### src/rtl/sam_stream_pkg.sv
// Shared sparse-stream word definitions: width, control flag, done token and token helpers.
package sam_stream_pkg;

  localparam int unsigned STREAM_W = 17;
  localparam int unsigned CTRL_BIT = STREAM_W - 1;
  localparam int unsigned STOP_W   = 16;

  typedef logic [STREAM_W-1:0] stream_word_t;

  localparam stream_word_t DONE_TOKEN = {1'b1, 16'h0100};

  typedef enum logic [1:0] {
    ST_IDLE  = 2'd0,
    ST_LOCK0 = 2'd1,
    ST_LOCK1 = 2'd2
  } fwd_state_e;

  // True for the end-of-stream token.
  function automatic logic is_done(input stream_word_t w);
    return w == DONE_TOKEN;
  endfunction

  // True for any control word other than the done token.
  function automatic logic is_stop(input stream_word_t w);
    return w[CTRL_BIT] && (w != DONE_TOKEN);
  endfunction

endpackage

### src/rtl/repsig_stream_arbiter_if.sv
// Valid/ready stream link; master drives data and valid, slave drives ready.
interface repsig_stream_arbiter_if #(
  parameter int unsigned DATA_WIDTH = sam_stream_pkg::STREAM_W
);
  logic [DATA_WIDTH-1:0] data;
  logic                  valid;
  logic                  ready;

  modport master (output data, output valid, input ready);
  modport slave  (input data, input valid, output ready);
endinterface

### src/rtl/rsg_order_fifo.sv
// In-order queue of 1-bit grant IDs; remembers which requester owns each RSG reply stream.
module rsg_order_fifo #(
  parameter int unsigned DEPTH = 2
) (
  input  logic clk,
  input  logic rst_n,
  input  logic clk_en,
  input  logic push,
  input  logic push_id,
  input  logic pop,
  output logic head,
  output logic full,
  output logic empty
);

  localparam int unsigned AW = (DEPTH > 1) ? $clog2(DEPTH) : 1;
  localparam int unsigned CW = AW + 1;

  logic [DEPTH-1:0] mem_q;
  logic [AW-1:0]    wr_q;
  logic [AW-1:0]    rd_q;
  logic [CW-1:0]    cnt_q;
  logic             do_push;
  logic             do_pop;

  assign do_push = push & ~full;
  assign do_pop  = pop & ~empty;

  // Storage, pointers and occupancy; push and pop together leave the count unchanged.
  always_ff @(posedge clk) begin
    if (!rst_n) begin
      mem_q <= '0;
      wr_q  <= '0;
      rd_q  <= '0;
      cnt_q <= '0;
    end else if (clk_en) begin
      if (do_push) begin
        mem_q[wr_q] <= push_id;
        wr_q        <= wr_q + AW'(1);
      end
      if (do_pop) begin
        rd_q <= rd_q + AW'(1);
      end
      if (do_push && !do_pop) begin
        cnt_q <= cnt_q + CW'(1);
      end else if (do_pop && !do_push) begin
        cnt_q <= cnt_q - CW'(1);
      end
    end
  end

  assign head  = mem_q[rd_q];
  assign full  = (cnt_q == CW'(DEPTH));
  assign empty = (cnt_q == '0);

endmodule

### src/rtl/repsig_stream_arbiter.sv
// Shares one RSG between two requesters: whole-stream forward grant, in-order reply steering.
module repsig_stream_arbiter
  import sam_stream_pkg::*;
#(
  parameter int unsigned DATA_WIDTH  = STREAM_W,
  parameter int unsigned ORDER_DEPTH = 2
) (
  input  logic                 clk,
  input  logic                 rst_n,
  input  logic                 clk_en,
  input  logic                 tile_en,
  input  logic [STOP_W-1:0]    stop_lvl0,
  input  logic [STOP_W-1:0]    stop_lvl1,
  repsig_stream_arbiter_if.slave  in0,
  repsig_stream_arbiter_if.slave  in1,
  repsig_stream_arbiter_if.master base_out,
  output logic [STOP_W-1:0]    stop_lvl_out,
  repsig_stream_arbiter_if.slave  rs_in,
  repsig_stream_arbiter_if.master rs0,
  repsig_stream_arbiter_if.master rs1,
  output logic                 grant_id,
  output logic                 grant_active
);

  fwd_state_e          state_q, state_d;
  logic                rr_q, rr_d;
  logic [STOP_W-1:0]   stop_q, stop_d;
  logic                en_c;
  logic                push, push_id, pop;
  logic                q_head, q_full, q_empty;
  logic [DATA_WIDTH-1:0] in0_word_c, in1_word_c, rs_word_c;

  assign en_c       = clk_en & tile_en;
  assign in0_word_c = in0.data;
  assign in1_word_c = in1.data;
  assign rs_word_c  = rs_in.data;

  // Forward owner, round-robin pointer and stop level registers.
  always_ff @(posedge clk) begin
    if (!rst_n) begin
      state_q <= ST_IDLE;
      rr_q    <= 1'b0;
      stop_q  <= '0;
    end else if (clk_en) begin
      state_q <= state_d;
      rr_q    <= rr_d;
      stop_q  <= stop_d;
    end
  end

  // Grant decision in IDLE; zero-latency pass-through of the owner while locked.
  always_comb begin
    state_d        = state_q;
    rr_d           = rr_q;
    stop_d         = stop_q;
    push           = 1'b0;
    push_id        = 1'b0;
    in0.ready      = 1'b0;
    in1.ready      = 1'b0;
    base_out.valid = 1'b0;
    base_out.data  = in0_word_c;
    unique case (state_q)
      ST_IDLE: begin
        if (en_c && !q_full && (in0.valid || in1.valid)) begin
          push_id = (in0.valid && in1.valid) ? rr_q : in1.valid;
          push    = 1'b1;
          state_d = push_id ? ST_LOCK1 : ST_LOCK0;
          stop_d  = push_id ? stop_lvl1 : stop_lvl0;
        end
      end
      ST_LOCK0: begin
        base_out.data  = in0_word_c;
        base_out.valid = in0.valid & tile_en;
        in0.ready      = base_out.ready & tile_en;
        if (en_c && in0.valid && base_out.ready && is_done(in0_word_c)) begin
          state_d = ST_IDLE;
          rr_d    = 1'b1;
        end
      end
      ST_LOCK1: begin
        base_out.data  = in1_word_c;
        base_out.valid = in1.valid & tile_en;
        in1.ready      = base_out.ready & tile_en;
        if (en_c && in1.valid && base_out.ready && is_done(in1_word_c)) begin
          state_d = ST_IDLE;
          rr_d    = 1'b0;
        end
      end
      default: begin
        state_d = ST_IDLE;
      end
    endcase
  end

  // Return path follows the oldest outstanding grant; its done token retires it.
  always_comb begin
    rs0.data    = rs_word_c;
    rs1.data    = rs_word_c;
    rs0.valid   = ~q_empty & tile_en & ~q_head & rs_in.valid;
    rs1.valid   = ~q_empty & tile_en &  q_head & rs_in.valid;
    rs_in.ready = ~q_empty & tile_en & (q_head ? rs1.ready : rs0.ready);
    pop         = clk_en & rs_in.valid & rs_in.ready & is_done(rs_word_c);
  end

  rsg_order_fifo #(
    .DEPTH (ORDER_DEPTH)
  ) u_order (
    .clk     (clk),
    .rst_n   (rst_n),
    .clk_en  (clk_en),
    .push    (push),
    .push_id (push_id),
    .pop     (pop),
    .head    (q_head),
    .full    (q_full),
    .empty   (q_empty)
  );

  assign stop_lvl_out = stop_q;
  assign grant_active = (state_q != ST_IDLE);
  assign grant_id     = (state_q == ST_LOCK1);

endmodule

### src/flat_wrapper.sv
// flat-port wrapper written by rule: the top's interface ports become plain ports
module repsig_stream_arbiter_flat import sam_stream_pkg::*;
#(
  parameter int unsigned DATA_WIDTH  = STREAM_W,
  parameter int unsigned ORDER_DEPTH = 2
)
  (clk, rst_n, clk_en, tile_en, stop_lvl0, stop_lvl1, stop_lvl_out, grant_id, grant_active, in0_data, in0_valid, in0_ready, in1_data, in1_valid, in1_ready, base_out_data, base_out_valid, base_out_ready, rs_in_data, rs_in_valid, rs_in_ready, rs0_data, rs0_valid, rs0_ready, rs1_data, rs1_valid, rs1_ready);
  repsig_stream_arbiter_if #(.DATA_WIDTH(DATA_WIDTH)) in0_i ();
  repsig_stream_arbiter_if #(.DATA_WIDTH(DATA_WIDTH)) in1_i ();
  repsig_stream_arbiter_if #(.DATA_WIDTH(DATA_WIDTH)) base_out_i ();
  repsig_stream_arbiter_if #(.DATA_WIDTH(DATA_WIDTH)) rs_in_i ();
  repsig_stream_arbiter_if #(.DATA_WIDTH(DATA_WIDTH)) rs0_i ();
  repsig_stream_arbiter_if #(.DATA_WIDTH(DATA_WIDTH)) rs1_i ();
  input  logic clk;
  input  logic rst_n;
  input  logic clk_en;
  input  logic tile_en;
  input  logic [STOP_W-1:0] stop_lvl0;
  input  logic [STOP_W-1:0] stop_lvl1;
  output logic [STOP_W-1:0] stop_lvl_out;
  output logic grant_id;
  output logic grant_active;
  input wire logic [$bits(in0_i.data)-1:0] in0_data;
  input wire logic [$bits(in0_i.valid)-1:0] in0_valid;
  output wire logic [$bits(in0_i.ready)-1:0] in0_ready;
  input wire logic [$bits(in1_i.data)-1:0] in1_data;
  input wire logic [$bits(in1_i.valid)-1:0] in1_valid;
  output wire logic [$bits(in1_i.ready)-1:0] in1_ready;
  output wire logic [$bits(base_out_i.data)-1:0] base_out_data;
  output wire logic [$bits(base_out_i.valid)-1:0] base_out_valid;
  input wire logic [$bits(base_out_i.ready)-1:0] base_out_ready;
  input wire logic [$bits(rs_in_i.data)-1:0] rs_in_data;
  input wire logic [$bits(rs_in_i.valid)-1:0] rs_in_valid;
  output wire logic [$bits(rs_in_i.ready)-1:0] rs_in_ready;
  output wire logic [$bits(rs0_i.data)-1:0] rs0_data;
  output wire logic [$bits(rs0_i.valid)-1:0] rs0_valid;
  input wire logic [$bits(rs0_i.ready)-1:0] rs0_ready;
  output wire logic [$bits(rs1_i.data)-1:0] rs1_data;
  output wire logic [$bits(rs1_i.valid)-1:0] rs1_valid;
  input wire logic [$bits(rs1_i.ready)-1:0] rs1_ready;
  assign in0_i.data = in0_data;
  assign in0_i.valid = in0_valid;
  assign in0_ready = in0_i.ready;
  assign in1_i.data = in1_data;
  assign in1_i.valid = in1_valid;
  assign in1_ready = in1_i.ready;
  assign base_out_data = base_out_i.data;
  assign base_out_valid = base_out_i.valid;
  assign base_out_i.ready = base_out_ready;
  assign rs_in_i.data = rs_in_data;
  assign rs_in_i.valid = rs_in_valid;
  assign rs_in_ready = rs_in_i.ready;
  assign rs0_data = rs0_i.data;
  assign rs0_valid = rs0_i.valid;
  assign rs0_i.ready = rs0_ready;
  assign rs1_data = rs1_i.data;
  assign rs1_valid = rs1_i.valid;
  assign rs1_i.ready = rs1_ready;
  repsig_stream_arbiter #(.DATA_WIDTH(DATA_WIDTH), .ORDER_DEPTH(ORDER_DEPTH)) u_core (.clk(clk), .rst_n(rst_n), .clk_en(clk_en), .tile_en(tile_en), .stop_lvl0(stop_lvl0), .stop_lvl1(stop_lvl1), .in0(in0_i), .in1(in1_i), .base_out(base_out_i), .stop_lvl_out(stop_lvl_out), .rs_in(rs_in_i), .rs0(rs0_i), .rs1(rs1_i), .grant_id(grant_id), .grant_active(grant_active));
endmodule
### config.mk
export PLATFORM = sky130hd
export DESIGN_NAME = repsig_stream_arbiter_flat
export DESIGN_NICKNAME = d
export VERILOG_FILES = /design/src/rtl/sam_stream_pkg.sv /design/src/rtl/repsig_stream_arbiter_if.sv /design/src/rtl/rsg_order_fifo.sv /design/src/rtl/repsig_stream_arbiter.sv /design/src/flat_wrapper.sv
export SDC_FILE = /design/constraint.sdc
export NUM_CORES = 1
export LEC_CHECK = 0
export ABC_CLOCK_PERIOD_IN_PS = 5300
export CORE_ASPECT_RATIO = 0.6
export CORE_MARGIN = 1.5
export CORE_UTILIZATION = 35
export CTS_CLUSTER_DIAMETER = 100
export DETAILED_ROUTE_END_ITERATION = 16
export PLACE_DENSITY_LB_ADDON = 0.12
export SETUP_SLACK_MARGIN = 0.02
export SLEW_MARGIN = 20
export SYNTH_ARGS = -nofsm -noshare
export SYNTH_HDL_FRONTEND = slang
export SYNTH_HIERARCHICAL = 1
export SYNTH_SLANG_ARGS = --single-unit
### constraint.sdc
create_clock -name clk -period 5.3 [get_ports clk]
set_clock_uncertainty 0.2 [all_clocks]
set_input_delay 0.53 -clock clk [delete_from_list [all_inputs] [get_ports clk]]
set_output_delay 0.53 -clock clk [all_outputs]
set_load 0.01 [all_outputs]
# Yosys cells after proc, flatten, opt, wreduce, memory -nomap -nowiden
# Index checks and enable logic that the tools add are counted.
word_totals:
  in_bits: 93
  out_inout_bits: 75
  regBits: 25
classes:
  bitwise_logic: 18
  magnitude_cmp: 3
  n_reduce_logical: 27
  n_eq_ne: 9
  n_mux: 26
  n_addsub: 4
ops:
  columns: ["op", "count"]
  rows:
  - ["$eq 17x17->1 const B", 3]
  - ["$mux 17", 1]
  - ["$mux 16", 1]
  - ["$and 1x1->1", 15]
  - ["$mux 1", 13]
  - ["$logic_and 1x1->1", 12]
  - ["$mux 2", 6]
  - ["$reduce_and 4->1", 2]
  - ["$ne 2x1->1 const B", 3]
  - ["$pmux 2 s3", 1]
  - ["$reduce_and 2->1", 3]
  - ["$reduce_bool 2->1", 3]
  - ["$eq 2x2->1 const B", 2]
  - ["$logic_not 2->1", 2]
  - ["$lt 1x2->1 const B", 2]
  - ["$pmux 1 s2", 2]
  - ["$logic_not 1->1", 3]
  - ["$not 1->1", 3]
  - ["$reduce_and 3->1", 1]
  - ["$add 1x1->1 const B", 2]
  - ["$add 2x1->2 const B", 1]
  - ["$bwmux 2", 1]
  - ["$eq 2x1->1 const B", 1]
  - ["$sub 2x1->2 const B", 1]
  - ["other kinds (3)", 3]

# Longest topological paths before layout
logic_depth:
  depth_word: 11
  mapped_depth: 10

# By module
# Netlist, hierarchy kept.
by_module_without_submodules:
  columns: ["module", "cells_per_inst", "area_per_inst_um2", "n_inst", "seq_area_each_um2"]
  rows:
  - ["repsig_stream_arbiter", 187, 1677.9, 1, 380.4]
  - ["rsg_order_fifo", 33, 304.0, 1, 120.1]

# Least setup slack after synthesis
# Ideal clock, no wire load.
synth_path:
  path_kind: "reg-to-reg"
  start: "register u_core.state_q[0]"
  end: "register u_core.u_order.cnt_q[1]"
  arrival_ns: 2.629
  setup_time_ns: 0.070
  path_buffers: 1
  required_time_ns: 5.030
  path_stages_with_launch: 11
  setup_slack_ns: 2.402
  synth_period_minus_slack_ns: 2.898
  path_cell_list: "dfxtp_1 > inv_1 > ha_1 > inv_1 > nor4_1 > clkbuf_1 > and2b_2 > ha_1 > nand2b_1 > or3_1 > a21oi_1"
synth_between:
  elab_chain_cells: 7
  elab_cells_between_ends: 9
  cone_classes: "2 x mux; 1 x bitwise; 6 x reduce/logical"
synth_lines:
  columns: ["item", "line_no", "text"]
  rows:
  - ["start: declaration", "repsig_stream_arbiter.sv:25", "fwd_state_e state_q, state_d;"]
  - ["start signal: assignment", "repsig_stream_arbiter.sv:45", "state_q <= state_d;"]
  - ["$logic_not 2->1 (*)", "repsig_stream_arbiter.sv:62", "unique case (state_q)"]
  - ["$mux 1 (*)", "repsig_stream_arbiter.sv:62", null]
  - ["net u_core.push", "repsig_stream_arbiter.sv:29", "logic push, push_id, pop;"]
  - ["$and 1x1->1 (*)", "rsg_order_fifo.sv:26", "assign do_push = push & ~full;"]
  - ["$logic_not 1->1", "rsg_order_fifo.sv:46", "end else if (do_pop && !do_push) begin"]
  - ["$logic_and 1x1->1", "rsg_order_fifo.sv:46", null]
  - ["$reduce_bool 2->1 (no line)", null, null]
  - ["$reduce_and 2->1 (no line)", null, null]
  - ["end signal: assignment", "rsg_order_fifo.sv:45", "cnt_q <= cnt_q + CW'(1);"]
  - ["end signal: assignment", "rsg_order_fifo.sv:47", "cnt_q <= cnt_q - CW'(1);"]
  - ["end: declaration", "rsg_order_fifo.sv:22", "logic [CW-1:0] cnt_q;"]
# The timed path passes the listed nets; every way through them passes the cells marked *.
# A chain may end at the register's enable or synchronous reset.

# Final worst setup path
layout_path:
  start: "input clk_en"
  end: "register u_core.u_order.cnt_q[1]"
layout_between:
  elab_chain_cells: 10
  elab_cells_between_ends: 17
  cone_classes: "3 x mux; 6 x bitwise; 8 x reduce/logical"
layout_lines:
  columns: ["item", "line_no", "text"]
  rows:
  - ["start: declaration", "flat_wrapper.sv:16", "input logic clk_en;"]
  - ["$and 1x1->1", "repsig_stream_arbiter.sv:33", "assign en_c = clk_en & tile_en;"]
  - ["$logic_and 1x1->1 (2 in series)", "repsig_stream_arbiter.sv:64", "if (en_c && !q_full && (in0.valid || in1.valid)) begin"]
  - ["$mux 1", "repsig_stream_arbiter.sv:64", null]
  - ["$mux 1", "repsig_stream_arbiter.sv:62", null]
  - ["$and 1x1->1", "rsg_order_fifo.sv:26", null]
  - ["$logic_not 1->1", "rsg_order_fifo.sv:46", null]
  - ["$logic_and 1x1->1", "rsg_order_fifo.sv:46", null]
  - ["$reduce_bool 2->1 (no line)", null, null]
  - ["$reduce_and 2->1 (no line)", null, null]
# Several ways; a longest one is shown, not always the timed one.

==> summary.md <==
| Metric | Value |
|---|---|
| Status | finished, final reports clean |
| Fin crit share | between 50% and 60% |
| CTS root buf | clkbuf_8 |
| Initial core utilization | around 38% |
| Row count | 20 |
| Clk sinks | 25 |
| Required @ worst endpoint | roughly 5.3 ns |
| # Post-CTS Setup Buffers | 0 |
| CTS clk-pin slew, worst paths | around 0.09 ns |
| Relative slew slack | roughly 40% |
| Grt total ovfl | 0 |
| Post-route minimum period | 2.87 ns |
| Sequential fraction of the synthesis area | 25.3% |
| Crit path kind | in2reg |
| Clock Latency Late Sink | roughly 0.28 ns |
| CTS tree | done |
| Hold violation total from the final report | 0 |
| Cell count after synthesis | 220 |
| Diode count | 0 |
| CTS max path bufs | 2 |
| Initial antenna violation count | 0 |
| CP Launch Point | clk_en |
| # fillers | 441 |
| RD Place Congestion | approximately 0.77 |
| Crit-path max FO | 35 |
| Most frequent cells in the layout | clkdlybuf4s50_1, nand2_1, dfxtp_1 |
| Leakage | roughly 1.5 nW |
| Worst hold path type | reg2reg |
| EDFF count, synth | 0 |
| Async S/R FF share, synth | 0% |
| Final setup fails | 0 |
| Finished Core Util | between 60 and 70% |
| Dpl cells | 411 |
| Port bufs | 167 |
| WL/cell | roughly 14 µm |
| Worst setup path end | u_core/u_order/cnt_q[1] |
| Syn avg cell area | 9.01 µm² |
| Synthesized flop and latch total | 25 |
| Drt via density | approximately 4.8 |
| Nets | approximately 450 |
| Final wirelength | ~6.0 mm |
| Reg area | 500 µm² |
| Drt first-iter violations | just under 90 |
| Most common cell after layout, fill and taps aside | clkdlybuf4s50_1 |
| Primary FF master, synth | dfxtp_1 |
| DP Wirelength | ~5.0 mm |
| First-pass GRT wire length | between 9 and 10 mm |
| Area of the core | around 5300 µm² |
| Area delta synth->final | 77.7% |
| Final Max Tran Viols | 0 |
| Mapped cell area | between 1500 and 2000 µm² |
| Max Cap Viol | 0 |
| Achievable frequency | ~0.35 GHz |
| Element type at the critical path start | input port |
| TritonRoute pass-1 iters | 4 |
| Io pins | 168 |
| Die ar. | a little over 6000 µm² |
| Die Span X | roughly 100 µm |
| R2R depth | 10 |
| Num CTS Buffers | 3 |
| Gates resized, CTS repair | 0 |
| Total Neg Setup Slack | 0 ns |
| RSZ-0062 raised after global routing | false |
| Final Instance Count excl. Fillers | between 400 and 500 |
| DRC errors left | 0 |
| Setup crit end kind | register |
| Worst-Margin Slew | approximately 0.90 ns |
| Share of layout cells above drive strength 1 | 10.0% |
| Remaining antenna violation count | 0 |
| Vias | 2005 |
| Max VDD drop | around 0.00012 V |
| P per Cell Area | around 160 nW/µm² |
| Yosys warns | 6 |
| Overall die height | 61.3 µm |
| All-Layer GR Usage | about a fifth |
| CP Data Arrival Time | about 2.9 ns |
| R2r startpoint | u_core/state_q[1] |
| Pin count of the biggest net entering global routing | 36 |
| Hold buffer count at CTS | 0 |
| Synthesized net count | about 320 |
| Vias in the first global route | 1903 |
| CTS H-tree lvls | 1 |
| Critical R2R Capture | u_core/u_order/cnt_q[1] |
| R2R setup slack | approximately 2.6 ns |
| Multi-input gate area | around 1200 µm² |
| Distinct cell type count after synthesis | between 40 and 50 |
## state kept, by name, indices dropped and copies added, names as in the netlist
register	flops
u_core/rr_q	1
u_core/state_q	2
u_core/stop_lvl_out	16
u_core/u_order/cnt_q	2
u_core/u_order/mem_q	2
u_core/u_order/rd_q	1
u_core/u_order/wr_q	1
## cell families after synthesis
logic type                 share of synthesized area, %
AOI/OAI and AO/OA                                  14.0
adders and majority gates                          2.53
xor gates and xnor gates                           1.33
buffers and inverters                              16.0
and+or+nand+nor                                    19.6
DFF                                                25.3
muxes                                              21.3
## power breakdown
| group | switching [W] | internal, W |
|---|---|---|
| Sequential | 0.00000819 | 0.000201 |
| Clock | 0.0000640 | 0.0000551 |
| Combinational | 0.0000879 | 0.000155 |
## area by class of cell
class,instances,area share (%)
Clock buffer,3,1.17
Clock inverter,1,0.249
Inverter,7,0.746
Multi-Input combinational cell,145,33.6
Sequential cell,25,14.2
Tap cell,66,2.34
Timing Repair Buffer,168,47.7
## worst min path at each step
stage,from,to,slack (ns),cells past startpoint
2_1_floorplan,u_core/u_order/mem_q[1],u_core/u_order/mem_q[1],0.23,2
3_3_place_gp,u_core/u_order/mem_q[0],u_core/u_order/mem_q[0],0.25,2
3_5_place_dp,u_core/u_order/mem_q[0],u_core/u_order/mem_q[0],0.26,2
4_1_cts,u_core/u_order/mem_q[0],u_core/u_order/mem_q[0],0.27,2
5_1_grt,u_core/u_order/mem_q[0],u_core/u_order/mem_q[0],0.31,2
6_report,u_core/u_order/mem_q[0],u_core/u_order/mem_q[0],0.27,2
## stage by stage
| stage | setup slack (ns) | total power, W | cell area (µm²) | hold WS [ns] |
|---|---|---|---|---|
| 2_1_floorplan | 2.40 | 0.000317 | 1980 | 0.231 |
| 3_3_place_gp | 2.20 | 0.000453 | 3460 | 0.251 |
| 3_5_place_dp | 2.17 | 0.000456 | 3460 | 0.257 |
| 4_1_cts | 2.09 | 0.000576 | 3510 | 0.270 |
| 5_1_grt | 2.22 | 0.000603 | 3520 | 0.310 |
| 6_report | 2.43 | 0.000570 | 3520 | 0.270 |
## routing by layer
metal  vias up  global-route usage (%)  share of wire (%)
li1       1025                       -                  -
met1       891                    24.3                 46
met2        80                    32.6                 46
met3         9                    5.33                7.4
met4         0                    4.02                1.1
met5         -                       0                  0
## cells in the mapped netlist (5+ instances only)
cell	count	area, µm²
nor4_1	5	31.3
dfxtp_1	25	500
nor2_1	6	22.5
inv_1	7	26.3
buf_4	34	255
o211a_1	16	160
mux2i_1	22	220
mux2_2	18	203
o21ai_0	5	25.0
nand2_1	26	97.6
clkbuf_1	5	18.8
## critical path: stages
cell and delay [ns]:
clkdlybuf4s50_1 0.62, nand2_1 0.12, nor4_2 0.14, buf_4 0.35, and2b_2 0.20, ha_1 0.22
nand2b_1 0.18, or3_1 0.37, a21oi_1 0.14
No activity file was read; power rests on OpenSTA's default activity.
